<file path="config.mk">
export PLATFORM = sky130hd
export DESIGN_NAME = wb_arbiter
export DESIGN_NICKNAME = d
export VERILOG_FILES = /design/src/rtl/wb_pkg.sv /design/src/rtl/wb_scoreboard.sv /design/src/rtl/wb_arbiter.sv
export SDC_FILE = /design/constraint.sdc
export NUM_CORES = 1
export LEC_CHECK = 0
export ABC_AREA = 1
export CORE_MARGIN = 5
export CORE_UTILIZATION = 36
export DETAILED_ROUTE_END_ITERATION = 10
export GPL_TIMING_DRIVEN = 1
export PLACE_DENSITY_LB_ADDON = 0.1
export SLEW_MARGIN = 25
export SYNTH_ARGS = -nofsm -noshare
export SYNTH_HDL_FRONTEND = slang
export SYNTH_SLANG_ARGS = --single-unit
export TNS_END_PERCENT = 50
</file>
<file path="constraint.sdc">
create_clock -name clock -period 1.05 [get_ports clock]
set_clock_uncertainty 0.1 [all_clocks]
set_input_delay 0.21 -clock clock [delete_from_list [all_inputs] [get_ports clock]]
set_output_delay 0.21 -clock clock [all_outputs]
set_load 0.01 [all_outputs]
</file>
<file path="src/rtl/wb_pkg.sv">
// Shared constants and types for the write-back arbiter and its scoreboard.
package wb_pkg;

    localparam int DEF_DATA_W = 16;
    localparam int DEF_ADDR_W = 3;

    // Requester indices; also the rr_ptr encoding of which requester has priority.
    localparam logic REQ_ALU = 1'b0;
    localparam logic REQ_LD  = 1'b1;

    typedef struct packed {
        logic alu;
        logic ld;
    } req_pair_t;

    function automatic logic [1:0] pack_req(input req_pair_t r);
        logic [1:0] v;
        v          = '0;
        v[REQ_ALU] = r.alu;
        v[REQ_LD]  = r.ld;
        return v;
    endfunction

endpackage

</file>
<file path="src/rtl/wb_scoreboard.sv">
// Per-register busy scoreboard: set on issue claim, cleared on commit, with hazard lookup.
module wb_scoreboard
    import wb_pkg::*;
#(
    parameter int ADDR_W = DEF_ADDR_W,
    parameter int NREG   = 2**ADDR_W
) (
    input  logic              clk_i,
    input  logic              rst_ni,
    input  logic              set_en_i,
    input  logic [ADDR_W-1:0] set_addr_i,
    input  logic              clr_en_i,
    input  logic [ADDR_W-1:0] clr_addr_i,
    input  logic [ADDR_W-1:0] qa_i,
    input  logic [ADDR_W-1:0] qb_i,
    output logic [NREG-1:0]   busy_o,
    output logic              hazard_o
);

    logic [NREG-1:0] busy_q;
    logic [NREG-1:0] busy_d;

    // Set is applied after clear so a fresh claim survives a same-cycle commit.
    always_comb begin
        busy_d = busy_q;
        if (clr_en_i) begin
            busy_d[clr_addr_i] = 1'b0;
        end
        if (set_en_i) begin
            busy_d[set_addr_i] = 1'b1;
        end
    end

    always_ff @(posedge clk_i or negedge rst_ni) begin
        if (!rst_ni) begin
            busy_q <= '0;
        end else begin
            busy_q <= busy_d;
        end
    end

    assign busy_o   = busy_q;
    assign hazard_o = busy_q[qa_i] | busy_q[qb_i] | (set_en_i & busy_q[set_addr_i]);

endmodule

</file>
<file path="src/rtl/wb_arbiter.sv">
// Round-robin write-back arbiter (ALU vs load) driving a registered register-file write.
//   rr_ptr | meaning
//   REQ_ALU | ALU wins the next contested cycle
//   REQ_LD  | load wins the next contested cycle
module wb_arbiter
    import wb_pkg::*;
#(
    parameter int DATA_W = DEF_DATA_W,
    parameter int ADDR_W = DEF_ADDR_W,
    parameter int NREG   = 2**ADDR_W
) (
    input  logic              clock,
    input  logic              reset_n,
    input  logic              alu_valid,
    input  logic [ADDR_W-1:0] alu_addr,
    input  logic [DATA_W-1:0] alu_data,
    output logic              alu_ready,
    input  logic              ld_valid,
    input  logic [ADDR_W-1:0] ld_addr,
    input  logic [DATA_W-1:0] ld_data,
    output logic              ld_ready,
    output logic              RegWrite,
    output logic [ADDR_W-1:0] write_addr,
    output logic [DATA_W-1:0] write_data,
    input  logic              mark_valid,
    input  logic [ADDR_W-1:0] mark_addr,
    input  logic [ADDR_W-1:0] qa,
    input  logic [ADDR_W-1:0] qb,
    output logic [NREG-1:0]   busy,
    output logic              hazard
);

    logic [1:0]        req;
    logic [1:0]        gnt;
    logic              xfer;
    logic              rr_q;
    logic              rr_d;
    logic              regwrite_q;
    logic              regwrite_d;
    logic [ADDR_W-1:0] waddr_q;
    logic [ADDR_W-1:0] waddr_d;
    logic [DATA_W-1:0] wdata_q;
    logic [DATA_W-1:0] wdata_d;
    req_pair_t         req_raw;

    // Requests are masked by reset so neither ready can rise while reset_n is low.
    assign req_raw.alu = alu_valid;
    assign req_raw.ld  = ld_valid;
    assign req         = pack_req(req_raw) & {2{reset_n}};

    always_comb begin
        gnt  = '0;
        rr_d = rr_q;
        if (&req) begin
            gnt[rr_q] = 1'b1;
            rr_d      = ~rr_q;
        end else begin
            gnt = req;
        end
    end

    assign alu_ready = gnt[REQ_ALU];
    assign ld_ready  = gnt[REQ_LD];
    assign xfer      = |gnt;

    always_comb begin
        regwrite_d = 1'b0;
        waddr_d    = waddr_q;
        wdata_d    = wdata_q;
        if (xfer) begin
            regwrite_d = 1'b1;
            waddr_d    = gnt[REQ_LD] ? ld_addr : alu_addr;
            wdata_d    = gnt[REQ_LD] ? ld_data : alu_data;
        end
    end

    always_ff @(posedge clock or negedge reset_n) begin
        if (!reset_n) begin
            rr_q       <= REQ_ALU;
            regwrite_q <= 1'b0;
            waddr_q    <= '0;
            wdata_q    <= '0;
        end else begin
            rr_q       <= rr_d;
            regwrite_q <= regwrite_d;
            waddr_q    <= waddr_d;
            wdata_q    <= wdata_d;
        end
    end

    assign RegWrite   = regwrite_q;
    assign write_addr = waddr_q;
    assign write_data = wdata_q;

    wb_scoreboard #(
        .ADDR_W (ADDR_W),
        .NREG   (NREG)
    ) u_scoreboard (
        .clk_i      (clock),
        .rst_ni     (reset_n),
        .set_en_i   (mark_valid),
        .set_addr_i (mark_addr),
        .clr_en_i   (regwrite_q),
        .clr_addr_i (waddr_q),
        .qa_i       (qa),
        .qb_i       (qb),
        .busy_o     (busy),
        .hazard_o   (hazard)
    );

endmodule

</file>
==> results.md, run 1 <==
- Ports: just over 80
- GPL Wtd Cong: a little over 0.8
- Synth Register Bits: 29
- Violated checks: negative setup slack
- Avg Inst Size Synth: approximately 7.3 um2
- Die area: 5870 um2
- Filler instances: 374
- Worst Path Required: between 0.7 and 0.8 ns
- Vias in the first global route: 1846
- Max-cap violations: 0
- Worst slew pin tran: between 0.3 and 0.4 ns
- Most Frequent Cell on Critical Path: nand2_1
- Startpoint type of the worst setup path: flop
- Slowest cell on crit path: dfrtp_2
- Hpwl dp: 3550 um
- Share of cells above drive strength 1: 0.383
- TritonCTS clock tree: built
- F_max: ~0.62 GHz
- Gr usage total: 0.184
- CP delay by family, top: flip-flops
- ANT nets after route: 0
- Remaining DRCs: 0
- Status: finished, violations left
- YS warnings: 0
- Unrepaired setup endpoints after global routing: true
- Number of clock sinks: 29
- Clk slew on worst S/H paths: 0.07 ns
- Inserted Diodes: 0
- Area occupied by multi-input gates: around 880 um2
- CP Cell Sequence: inv_2, nand2_2, nand3_2, nand2_1, nand2_1, nand2_1, nor2_1, nand2_1, buf_2
- Inst Count DP: roughly 370
- Slew HR: 0.751
- Crit path capture type: output port
- Die H: approximately 77 um
- P_leak: 0.00147 uW
- Syn Inst Count: roughly 220
- DR WL/cell: ~13 um
- CP Max Fanout: 4
- Mapped Area: 1600 um2
- Initial Util: 0.370
- Seq. cell area: about 730 um2
- CP Data Arrival Time: between 1 and 1.5 ns
- Synth unique cells: 16
- First-pass GRT wire length: 8760 um
- Total global routing overflow: 0
- Setup TNS: -10.81 ns
- CP peak stage delay: around 0.44 ns
- Worst slack, placed: -1.10 ns
- Hold Fails Final Rpt: 0
- Sequential-to-total area share from yosys stat: 0.454
- H-tree levels: 2
- I/O Buffers: slightly above 80
- Period utilisation layout: 1.55
- Post-route cell area: 3090 um2
- Via density: 4.86
- Core Footprint: about 4300 um2
- Post-synthesis net count: between 200 and 300
- Area Growth Syn to Fin: 93.2%
- DR pass1 iterations: 4
- Final Util: 0.714
- Root Buffer: clkbuf_8
- Final setup viols: between 50 and 60
- Core Rows: 24
- Critical path type: reg2out
- Setup ws final: -0.576 ns
- CTS Buf Count: 5
- Hold crit path type: in2async
- Non-Filler Instances: between 300 and 400
- Max-slew violation count: 0
- Peak supply drop: 872 uV
- Initial antenna violation count: 0
- Final min period: 1.63 ns
- Pin count of the biggest net entering global routing: 30
- Final net count: between 300 and 400
- Clock Latency Late Sink: between 0.2 and 0.3 ns
- Crit path buf inv count: 2
- Iter 0 DRT Violations: between 70 and 80
- # hold bufs at CTS: 0
- Bufs on Longest Clock Path: 2
- Overall die width: between 70 and 80 um
- Total power per unit cell area: 1610 nW/um2
- Placed inst area: 2630 um2
- Vias: roughly 1.9k
- Routed WL: 5280 um
==> flip-flops by register name, summed over array words and instances, names as in the netlist <==
signal,count
u_scoreboard.busy_o,8
rr_q,1
write_addr,3
RegWrite,1
write_data,16
==> final timing paths <==
| check | startpoint | to | slack, ns | cells after the start |
|---|---|---|---|---|
| min reg2reg | write_data[11] | write_data[11] | 0.45 | 2 |
| max reg2reg | rr_q | write_data[5] | -0.40 | 7 |
| max | u_scoreboard.busy_o[4] | hazard | -0.58 | 9 |
| min | reset_n | write_data[5] | 0.03 | 2 |
| max in group asynchronous | reset_n | u_scoreboard.busy_o[6] | 0.51 | 2 |
| min in group clock | mark_addr[2] | u_scoreboard.busy_o[3] | 0.24 | 4 |
==> logic make-up (layout without fill, tap and decap cells) <==
| group | Yosys count | count (layout) | share of synthesized area |
|---|---|---|---|
| and+or+nand+nor | 119 | 119 | 0.294 |
| DFF | 29 | 29 | 0.454 |
| buffers and inverters | 30 | 153 | 0.0963 |
| xor gates and xnor gates | 1 | 1 | 0.00548 |
| AOI/OAI and AO/OA | 40 | 40 | 0.150 |
==> repair_timing <==
item                                   4_1_cts  5_1_grt
setup endpoints to repair                   60       58
buffers inserted                            11        5
gates resized for setup                    190       61
cloned                                       5        0
endpoints found under the hold margin        0        0
pin swaps                                   11       28
==> where the power goes <==
group | internal, uW | switching, uW | leakage (uW)
sequential | 1370 | 249 | 0.000323
combinational | 1340 | 999 | 0.00109
clock | 592 | 425 | 0.0000542
==> per-stage QoR <==
stage	hold slack (ns)	power (uW)
2_1_floorplan	-0.186	2280
3_3_place_gp	0.429	3380
3_5_place_dp	0.439	3400
4_1_cts	0.0362	4740
5_1_grt	0.106	5320
6_report	0.0305	4970
==> cells in the mapped netlist <==
master / count / share of area
o21ai_0: 17 / 0.053
dfrtp_1: 29 / 0.45
buf_6: 5 / 0.035
a21oi_4: 1 / 0.010
nor2_1: 24 / 0.056
xor2_1: 1 / 0.0055
inv_1: 20 / 0.047
nand3b_1: 1 / 0.0047
a21oi_1: 1 / 0.0031
buf_2: 3 / 0.0094
inv_2: 2 / 0.0047
nand2_1: 81 / 0.19
nand3_1: 11 / 0.034
a31oi_1: 19 / 0.074
nand2_2: 2 / 0.0078
o211ai_1: 2 / 0.0094
==> worst register-to-register path: cells and delay by family, from the launching register on <==
kind                   cells  cell delay, ns
flip-flops                 1            0.43
AO/OA/AOI/OAI              2            0.28
AND/OR/NAND/NOR            1            0.06
buffers and inverters      4            0.47
==> cell usage in the layout, fill, tap and decap left out <==
| cell type | netlist | layout |
|---|---|---|
| a31oi_4 | 0 | 1 |
| dlygate4sd2_1 | 0 | 6 |
| dfrtp_1 | 29 | 26 |
| buf_6 | 5 | 29 |
| buf_12 | 0 | 4 |
| dfrtp_2 | 0 | 3 |
| o211ai_1 | 2 | 2 |
| nand3_2 | 0 | 2 |
| a31oi_2 | 0 | 1 |
| nor2_1 | 24 | 23 |
| inv_8 | 0 | 1 |
| clkdlybuf4s50_1 | 0 | 43 |
| inv_12 | 0 | 2 |
| dlymetal6s2s_1 | 0 | 2 |
| nand3b_1 | 1 | 1 |
| clkbuf_8 | 0 | 7 |
| a21oi_2 | 0 | 1 |
| a21oi_4 | 1 | 1 |
| clkinv_2 | 0 | 1 |
| xor2_1 | 1 | 1 |
| o21ai_1 | 0 | 15 |
| nand3_1 | 11 | 9 |
| a31oi_1 | 19 | 17 |
| buf_16 | 0 | 1 |
| inv_1 | 20 | 13 |
| nand2_4 | 0 | 9 |
| inv_2 | 2 | 8 |
| buf_2 | 3 | 14 |
| o21ai_2 | 0 | 2 |
| nand2_1 | 81 | 53 |
| nand2_2 | 2 | 21 |
| inv_16 | 0 | 1 |
| buf_4 | 0 | 21 |
| nor2_2 | 0 | 1 |
==> layout make-up <==
type | instances | area share
clock buffer | 7 | 0.0312
clock inverter | 1 | 0.00162
inverter | 22 | 0.0320
multi-input combinational | 160 | 0.285
sequential | 29 | 0.236
tap | 52 | 0.0211
timing repair buffer | 120 | 0.379
timing repair inverter | 3 | 0.0142
==> metal layers <==
layer  track usage  vias up  share of wire
li1              -      957              -
met2         0.321       59           0.50
met3        0.0709        8          0.082
met5             0        -              0
met4        0.0455        0          0.012
met1         0.209      890           0.41
No activity file was read; power rests on OpenSTA's default activity.
==> inputs of run 2 (changes only) <==
- SLEW_MARGIN: 25 -> 0
==> results of run 2 <==
Final layout, timing and power as in run 1 (identical DEF).
==> inputs of run 3 (changes only) <==
- CORE_ASPECT_RATIO: unset -> 1.1
- GPL_ROUTABILITY_DRIVEN: unset -> 0
- RECOVER_POWER: unset -> 50
==> run 3 against run 2 <==
Net effect:
- the run still ends with negative setup slack left
- die area about the same
- wire length increased by 5.7%
- fmax decreased by 0.96%
- final cell count increased by 1.3%
- register-to-register slack improved by 0.14 ns
- first-iteration DRC count decreased by 26%
- power decreased by 2.0%
- largest cell class unchanged
==> results.md, run 3 (synthesis results as in run 1) <==
- Clock Latency Late Sink: 0.28 ns (about the same)
- Clk slew on worst S/H paths: 0.06 ns (about the same)
- Reg2reg setup slack: -0.26 ns (+0.14 ns)
- Area Growth Syn to Fin: 91.2%
- First-pass GRT wire length: 8360 um (-4.7%)
- Initial Util: 0.373 (+0.00334)
- Vias in the first global route: 1815 (-1.7%)
- Unrepaired setup endpoints after global routing: true
- Inst Count DP: 376 (+1.3%)
- DR WL/cell: 14.0 um (+4.3%)
- Peak supply drop: 750 uV (-14%)
- Final setup viols: 58 (+12%)
- Final min period: 1.64 ns (+0.0157 ns)
- Share of cells above drive strength 1: 0.371 (-0.0120)
- Startpoint type of the worst setup path: flop
- Slew HR: 0.562 (-0.189)
- Total global routing overflow: 0 (unchanged)
- Pin count of the biggest net entering global routing: 30 (unchanged)
- Worst slew pin tran: 0.657 ns (+0.283 ns)
- H-tree levels: 2 (unchanged)
- ANT nets after route: 0 (unchanged)
- Hold crit path type: in2async
- Internal Dissipation: 3170 uW (-4.0%)
- Hold Slack: 0.188 ns (+0.157 ns)
- Hpwl dp: 3830 um (+8.0%)
- Root Buffer: clkbuf_8
- Most frequent cells in the layout: 60 x nand2_1, 43 x clkdlybuf4s50_1, 30 x buf_6, 27 x dfrtp_1, 23 x nor2_1
- Core Rows: 25 (+4.2%)
- P_leak: 0.00145 uW (-1.1%)
- Critical path type: reg2out
- Die H: 79.9 um (+4.2%)
- Gr usage total: 0.185 (+0.00156)
- Non-Filler Instances: 399 (+1.3%)
- DR pass1 iterations: 4 (unchanged)
- Max-cap violations: 0 (unchanged)
- Setup ws final: -0.591 ns (-0.0157 ns)
- TritonCTS clock tree: built
- Crit path capture type: output port
- Final net count: 396 (+0.76%)
- Iter 0 DRT Violations: 54 (-26%)
- # hold bufs at CTS: 0 (unchanged)
- F_max: 0.609 GHz (-0.96%)
- Combinational Power Share: 0.491 (+0.021)
- Inserted Diodes: 0 (unchanged)
- Commonest non-fill, non-tap cell in the layout: nand2_1
- Initial antenna violation count: 0 (unchanged)
- Max FFs per register: 16 (unchanged)
- Filler instances: 343 (-8.3%)
- Period utilisation layout: 1.56 (+0.0150)
- Worst Path Required: 0.74 ns (about the same)
- Vias: 1925 (+0.57%)
- Hold Fails Final Rpt: 0 (unchanged)
- Via density: 4.82 (-0.69%)
- Ports: 83 (unchanged)
- Die area: 5870 um2 (about the same)
- CP Data Arrival Time: 1.33 ns (about the same)
- Violated checks: negative setup slack
- Clock share of power: 0.180 (-0.024)
- Overall die width: 73.5 um (-4.0%)
- Bufs on Longest Clock Path: 2 (unchanged)
- I/O Buffers: 82 (unchanged)
- CTS Buf Count: 5 (unchanged)
- NetSw: 1700 uW (+1.8%)
- Core Footprint: 4290 um2 (-0.90%)
- Number of clock sinks: 29 (unchanged)
- Remaining DRCs: 0 (unchanged)
- Max-slew violation count: 0 (unchanged)
- CP Max Fanout: 3 (-1)
- Routed WL: 5580 um (+5.7%)
- Total power per unit cell area: 1590 nW/um2 (-1.0%)
- Status: finished, violations left
- Sequential power share: 0.329 (+0.004)
- Sw Share: 0.350 (+0.0132)
run 3: cell count changes in the layout (fill, tap and decap cells not counted), sizes merged:
cell	delta
clkbuf	+1
clkinv	+1
buf	+2
inv	-1
dlymetal6s2s	-2
dlygate4sd2	+2
run 3: area by class of cell:
| type | count | area [um2] | area share |
|---|---|---|---|
| timing repair buffer | 124 | 1190 | 0.390 |
| timing repair inverter | 2 | 20.0 | 0.00655 |
| multi-input combinational | 160 | 866 | 0.283 |
| clock buffer | 6 | 72.6 | 0.0238 |
| inverter | 22 | 98.8 | 0.0324 |
| sequential | 29 | 728 | 0.238 |
| tap | 54 | 67.6 | 0.0221 |
| clock inverter | 2 | 10.0 | 0.00328 |
run 3: metrics by stage:
step | cell area (um2) | total power [uW] | util | setup TNS (ns) | worst slack, ns
finish | 3050 | 4870 | 0.713 | -8.88 | -0.591
global route | 3050 | 5200 | 0.713 | -11.68 | -0.706
CTS | 2770 | 4530 | 0.646 | -7.39 | -0.610
detailed placement | 2660 | 3450 | 0.620 | -31.02 | -1.08
global placement | 2660 | 3410 | 0.620 | -30.51 | -1.04
floorplan | 1600 | 2280 | - | -1.24 | -0.154
run 3: timing repair:
item | 4_1_cts | 5_1_grt
buffers inserted | 6 | 8
setup endpoints to repair | 60 | 59
gates cloned | 1 | 4
pin swaps | 6 | 21
resized for setup | 187 | 51
run 3: worst max-delay path, stage by stage (launching register included):
cell	delay, ns
dfrtp_1	0.42
inv_2	0.08
nand2_2	0.05
nand3_2	0.07
nand2_1	0.05
nand2_1	0.06
nand2_1	0.05
nor2_1	0.09
nand2_1	0.05
buf_2	0.13
run 3: power groups by stage:
stage | Clock (uW) | Sequential [uW] | Combinational (uW)
2_1_floorplan | 0 | 1670 | 608
3_3_place_gp | 0 | 1590 | 1830
3_5_place_dp | 0 | 1600 | 1850
4_1_cts | 891 | 1590 | 2060
5_1_grt | 957 | 1630 | 2610
6_report | 877 | 1600 | 2390
run 3: final timing paths:
path                       cells past startpoint                   start                     end
max in group asynchronous                      2                 reset_n  u_scoreboard.busy_o[6]
setup / recovery                               9  u_scoreboard.busy_o[1]                  hazard
hold reg to reg                                2           write_data[7]           write_data[7]
hold / removal                                 2                 reset_n          write_data[12]
setup reg to reg                               7                    rr_q          write_data[10]
min in group clock                             3            alu_data[14]          write_data[14]
run 3: routing by layer:
metal / share of wire / vias up / GRT usage
met4: 0.010 / 0 / 0.0580
met5: 0 / - / 0
met2: 0.53 / 56 / 0.317
met3: 0.075 / 8 / 0.0655
li1: - / 964 / -
met1: 0.38 / 897 / 0.212
